## src/rtl/wb_write_arbiter.sv

```systemverilog
// Writeback merge for the register file: two 2-entry producer FIFOs,
// round-robin selection, registered write port and pending-write bitmap.

// Two-entry FIFO with 1-bit pointers; exposes its slots for the pending map.
module wb_write_fifo #(
    parameter int W = 10
) (
    input  logic                clk,
    input  logic                rst,
    input  logic                push,
    input  logic                pop,
    input  logic [W-1:0]        din,
    output logic [W-1:0]        head,
    output logic [1:0][W-1:0]   slot,
    output logic [1:0]          slot_vld,
    output logic [1:0]          count
);

    logic [1:0][W-1:0] mem_q, mem_d;
    logic              wptr_q, wptr_d;
    logic              rptr_q, rptr_d;
    logic [1:0]        cnt_q, cnt_d;

    // Next-state: write at wptr, advance pointers, track occupancy.
    always_comb begin
        mem_d  = mem_q;
        wptr_d = wptr_q;
        rptr_d = rptr_q;
        cnt_d  = cnt_q;
        if (push) begin
            mem_d[wptr_q] = din;
            wptr_d        = ~wptr_q;
        end
        if (pop) begin
            rptr_d = ~rptr_q;
        end
        case ({push, pop})
            2'b10:   cnt_d = cnt_q + 2'd1;
            2'b01:   cnt_d = cnt_q - 2'd1;
            default: cnt_d = cnt_q;
        endcase
    end

    // State register; reset empties the queue.
    always_ff @(posedge clk) begin
        if (rst) begin
            mem_q  <= '0;
            wptr_q <= 1'b0;
            rptr_q <= 1'b0;
            cnt_q  <= 2'd0;
        end else begin
            mem_q  <= mem_d;
            wptr_q <= wptr_d;
            rptr_q <= rptr_d;
            cnt_q  <= cnt_d;
        end
    end

    // Which physical slots currently hold live entries.
    always_comb begin
        slot_vld = 2'b00;
        case (cnt_q)
            2'd2:    slot_vld = 2'b11;
            2'd1:    slot_vld[rptr_q] = 1'b1;
            default: slot_vld = 2'b00;
        endcase
    end

    assign head  = mem_q[rptr_q];
    assign slot  = mem_q;
    assign count = cnt_q;

endmodule

module wb_write_arbiter #(
    parameter  int N          = 8,
    parameter  int M          = 4,
    parameter  int DISCARD_R0 = 1,
    localparam int A          = (M > 1) ? $clog2(M) : 1
) (
    input  logic         clk,
    input  logic         rst,
    input  logic         alu_valid,
    output logic         alu_ready,
    input  logic [A-1:0] alu_addr,
    input  logic [N-1:0] alu_data,
    input  logic         mem_valid,
    output logic         mem_ready,
    input  logic [A-1:0] mem_addr,
    input  logic [N-1:0] mem_data,
    output logic         we,
    output logic [A-1:0] waddr,
    output logic [N-1:0] wdata,
    output logic [M-1:0] pending
);

    localparam int W = A + N;

    logic [W-1:0]      alu_head, mem_head;
    logic [1:0][W-1:0] alu_slot, mem_slot;
    logic [1:0]        alu_vld, mem_vld;
    logic [1:0]        alu_cnt, mem_cnt;
    logic              alu_push, mem_push;
    logic              gnt_alu, gnt_mem;

    logic              last_mem_q, last_mem_d;
    logic              we_q, we_d;
    logic [A-1:0]      waddr_q, waddr_d;
    logic [N-1:0]      wdata_q, wdata_d;

    logic [W-1:0]      head;
    logic [A-1:0]      head_addr;
    logic              discard;
    logic [M-1:0]      pending_c;

    // Ready is a function of occupancy only, held low during reset.
    assign alu_ready = !rst && (alu_cnt != 2'd2);
    assign mem_ready = !rst && (mem_cnt != 2'd2);
    assign alu_push  = alu_valid && alu_ready;
    assign mem_push  = mem_valid && mem_ready;

    wb_write_fifo #(.W(W)) u_alu_fifo (
        .clk      (clk),
        .rst      (rst),
        .push     (alu_push),
        .pop      (gnt_alu),
        .din      ({alu_addr, alu_data}),
        .head     (alu_head),
        .slot     (alu_slot),
        .slot_vld (alu_vld),
        .count    (alu_cnt)
    );

    wb_write_fifo #(.W(W)) u_mem_fifo (
        .clk      (clk),
        .rst      (rst),
        .push     (mem_push),
        .pop      (gnt_mem),
        .din      ({mem_addr, mem_data}),
        .head     (mem_head),
        .slot     (mem_slot),
        .slot_vld (mem_vld),
        .count    (mem_cnt)
    );

    // Round-robin grant: on a tie the source not granted last wins.
    always_comb begin
        gnt_alu = 1'b0;
        gnt_mem = 1'b0;
        if ((alu_cnt != 2'd0) && ((mem_cnt == 2'd0) || last_mem_q)) begin
            gnt_alu = 1'b1;
        end else if (mem_cnt != 2'd0) begin
            gnt_mem = 1'b1;
        end
    end

    // Output stage next-state: load popped head, suppress we for r0.
    always_comb begin
        head       = gnt_alu ? alu_head : mem_head;
        head_addr  = head[W-1:N];
        discard    = (DISCARD_R0 != 0) && (head_addr == '0);
        last_mem_d = last_mem_q;
        we_d       = 1'b0;
        waddr_d    = waddr_q;
        wdata_d    = wdata_q;
        if (gnt_alu || gnt_mem) begin
            last_mem_d = gnt_mem;
            we_d       = !discard;
            waddr_d    = head_addr;
            wdata_d    = head[N-1:0];
        end
    end

    // Write port and arbitration pointer; reset favours the ALU first.
    always_ff @(posedge clk) begin
        if (rst) begin
            last_mem_q <= 1'b1;
            we_q       <= 1'b0;
            waddr_q    <= '0;
            wdata_q    <= '0;
        end else begin
            last_mem_q <= last_mem_d;
            we_q       <= we_d;
            waddr_q    <= waddr_d;
            wdata_q    <= wdata_d;
        end
    end

    // Pending map: live FIFO slots plus the write currently on the port.
    always_comb begin
        pending_c = '0;
        for (int r = 0; r < M; r++) begin
            for (int s = 0; s < 2; s++) begin
                if (alu_vld[s] && (alu_slot[s][W-1:N] == A'(r))) begin
                    pending_c[r] = 1'b1;
                end
                if (mem_vld[s] && (mem_slot[s][W-1:N] == A'(r))) begin
                    pending_c[r] = 1'b1;
                end
            end
            if (we_q && (waddr_q == A'(r))) begin
                pending_c[r] = 1'b1;
            end
        end
        if (DISCARD_R0 != 0) begin
            pending_c[0] = 1'b0;
        end
    end

    assign we      = we_q;
    assign waddr   = waddr_q;
    assign wdata   = wdata_q;
    assign pending = pending_c;

endmodule

```

## config.mk

```make
export PLATFORM = sky130hd
export DESIGN_NAME = wb_write_arbiter
export DESIGN_NICKNAME = d
export VERILOG_FILES = /design/src/rtl/wb_write_arbiter.sv
export SDC_FILE = /design/constraint.sdc
export NUM_CORES = 1
export LEC_CHECK = 0
export ABC_AREA = 1
export BUFFER_PORTS_ARGS = -buffer_cell sky130_fd_sc_hd__clkbuf_2
export CAP_MARGIN = 20
export CORE_ASPECT_RATIO = 0.6
export CORE_MARGIN = 3
export CORE_UTILIZATION = 45
export DETAILED_ROUTE_END_ITERATION = 6
export GPL_TIMING_DRIVEN = 0
export PLACE_DENSITY = 0.74
export SYNTH_ARGS = -nofsm -noshare
export SYNTH_HDL_FRONTEND = slang
export SYNTH_SLANG_ARGS = --single-unit
```

## constraint.sdc

```tcl
create_clock -name clk -period 3.8 [get_ports clk]
set_input_delay 0.38 -clock clk [delete_from_list [all_inputs] [get_ports clk]]
set_output_delay 0.38 -clock clk [all_outputs]
set_load 0.02 [all_outputs]
```

==> metrics.yaml <==
outcome:
  status: "completed"
global_route:
  antenna_found_initial: 0
  grt_util_met3_pct: 6.45
  grt_remaining_overflow: 0
  grt_pass1_vias: 2758
  grt_use_met2_pct: 28.9
  grt_max_degree: 11
  grt_busiest_layer: "met2"
  globalRouteMet1Util_pct: 28.3
  grt_pass1_wl_mm: 12.6
  grt_usage_pct: 20.0
worst_setup_path:
  crit_arrival_ns: 1.81
  endpoint_kind: "primary output"
  crit_buf_inv: 4
  cp-start-kind: "flip-flop"
  slowest_delay_ns: 0.37
  path_cells: "inv_1 -> ha_1 -> clkbuf_1 -> nand3_1 -> nand2_1 -> inv_1 -> nand2_1 -> clkbuf_2"
  cp_top_family: "buffers and inverters"
  critPathMaxFanout: 7
  cpMaxStageDelayCell: "dfxtp_1"
  critPathKind: "reg -> out"
  cp.required_ns: 3.42
route:
  vias: 2869
  drt-initial-drc-count: 188
  avgViaCountPerCell: 4.96
  drcViolationCount: 0
  first_pass_iters: 4
  detail-route-antenna-nets: 0
  drt-total-wl_mm: 7.33
  wl_per_cell_um: 12.7
floorplan:
  core_um2: 6330
  fp-row-count: 22
  die_w_um: 112
  die-area_um2: 7810
  ios: 41
  start_util_pct: 48.0
  die_h_um: 69.7
sta:
  hold_ws_ns: 0.292
  slew_viol_final: 0
  rsz0062_at_grt: "false"
  skew_ns: 0.00665
  clock.fmax_mhz: 456
  hold_violations: 0
  fin_crit_ns: 2.19
  setup_viol: 0
  timing.setup.tns_ns: 0
  post-route-period-util_pct: 57.7
cts:
  htree_num_levels: 3
  insertion_delay_ns: 0.33
  path_clk_slew_ns: 0.05
  cts_buffer_depth: 2
  numClockSinks: 60
  numCtsBuffers: 9
  tritoncts: "built"
  ctsHoldBuffers: 0
  post-cts-setup-buffers: 0
  cts_root_buf: "clkbuf_16"
  cts_resized: 0
pwr:
  power.density_cell_area_nw_per_um2: 662
  ir_drop_v: 0.000348
  leakagePower_uw: 0.00181
synth:
  synth_cell_types: 29
  synth_edf_count: 0
  synth_common_cells: "125 x nand2_1, 77 x nor2_1, 60 x dfxtp_1"
  seq_area_frac_synth_pct: 39.5
  avgSynthCellArea_um2: 6.88
  yosysWarnings: 0
  mappedNetlistArea_um2: 3040
  yosysMostFrequentCell: "nand2_1"
  synth.area.top_cells: "dfxtp_1 39%, nand2_1 15%, nor2_1 9.5%"
  synth_top_area_cell: "dfxtp_1"
  synth_nets: 474
  syn_inst: 442
  synth_flop_cell: "dfxtp_1"
  yosys.area.top_type_share_pct: 39.5
  async_flop_share_pct: 0
  synth_seq_cells: 60
cells_and_area:
  antenna_cells: 0
  drive_gt1_share_pct: 18.8
  layout.nets: 523
  nFillCells: 609
  areaGrowthSynthToFinish_pct: 19.8
placement:
  place.gp.congestion: 0.833
  hpwl_mm: 5.39
  port_buffers: 38
hold_path:
  hp-class: "in -> reg"
run:
  drv_cap: 0
-- state kept, by name, indices dropped and copies added, names as in the netlist --
name	cells
u_alu_fifo.slot	20
u_mem_fifo.slot	20
wdata	8
u_alu_fifo.count	2
u_mem_fifo.count	2
waddr	2
last_mem_q	1
u_alu_fifo.rptr_q	1
u_alu_fifo.wptr_q	1
u_mem_fifo.rptr_q	1
u_mem_fifo.wptr_q	1
we	1
-- worst paths after layout --
check	from	endpoint	slack [ns]	cells after the start
worst max-delay path	u_mem_fifo.count[0]	pending[2]	1.61	8
worst max register to register	u_mem_fifo.count[0]	u_mem_fifo.count[1]	2.00	8
worst min register to register	u_alu_fifo.slot[9]	u_alu_fifo.slot[9]	0.51	2
worst min-delay path	alu_data[2]	u_alu_fifo.slot[12]	0.29	3
-- layout by cell type, fill, tap and decap left out, types with 4 or more instances in the layout --
| cell type | instances |
|---|---|
| nand2_2 | 4 |
| nand3_1 | 30 |
| nor2_1 | 77 |
| clkbuf_2 | 38 |
| xor2_1 | 4 |
| nand2_1 | 125 |
| ha_1 | 8 |
| o21ai_0 | 35 |
| o21ai_1 | 5 |
| clkbuf_16 | 9 |
| dfxtp_1 | 60 |
| buf_2 | 9 |
| nor2_2 | 9 |
| clkbuf_1 | 5 |
| a21oi_1 | 14 |
| inv_1 | 33 |
-- metal layers --
layer	up-vias	wire length [um]
met5	-	0
met3	7	571
li1	1481	-
met2	82	3110
met4	0	46
met1	1299	3610
-- power by group --
| part | switching [uW] | total (uW) | internal (uW) |
|---|---|---|---|
| clock network | 277 | 844 | 567 |
| registers | 77.7 | 802 | 724 |
| logic | 514 | 767 | 253 |
-- worst min-delay path, stage by stage --
cell and delay [ns]:
clkbuf_2 0.09, nor2_1 0.04, nor2_1 0.08
-- final cells by class --
cell class	count	area, um^2	share of cell area, %
timing repair buffer	38	190	5.22
buffer	18	118	3.23
tap	84	105	2.88
clock inverter	5	77.6	2.13
inverter	37	149	4.09
clock buffer	10	229	6.28
sequential	60	1200	33.0
multi-input combinational	327	1570	43.2
-- per-stage QoR --
step	instances	area [um^2]	util [%]	power, uW	setup WS (ns)
finish	579	3640	57.5	2410	1.61
global route	579	3640	57.5	2570	1.46
CTS	579	3640	57.5	2430	1.60
detailed placement	564	3340	52.7	1570	1.97
global placement	564	3340	52.7	1540	2.02
floorplan	442	3040	-	1360	2.19
-- kinds of logic (layout without fill, tap and decap cells) --
| logic type | after synthesis | after routing | synth area share [%] |
|---|---|---|---|
| AND/OR/NAND/NOR | 258 | 258 | 37.5 |
| AO/OA/AOI/OAI | 56 | 56 | 9.71 |
| other | 1 | 1 | 0.123 |
| XOR/XNOR | 4 | 4 | 1.15 |
| flip-flops | 60 | 60 | 39.5 |
| buffers and inverters | 55 | 108 | 8.76 |
| adder cells (fa/ha/maj) | 8 | 8 | 3.29 |
(Power assumes the default switching activity.)
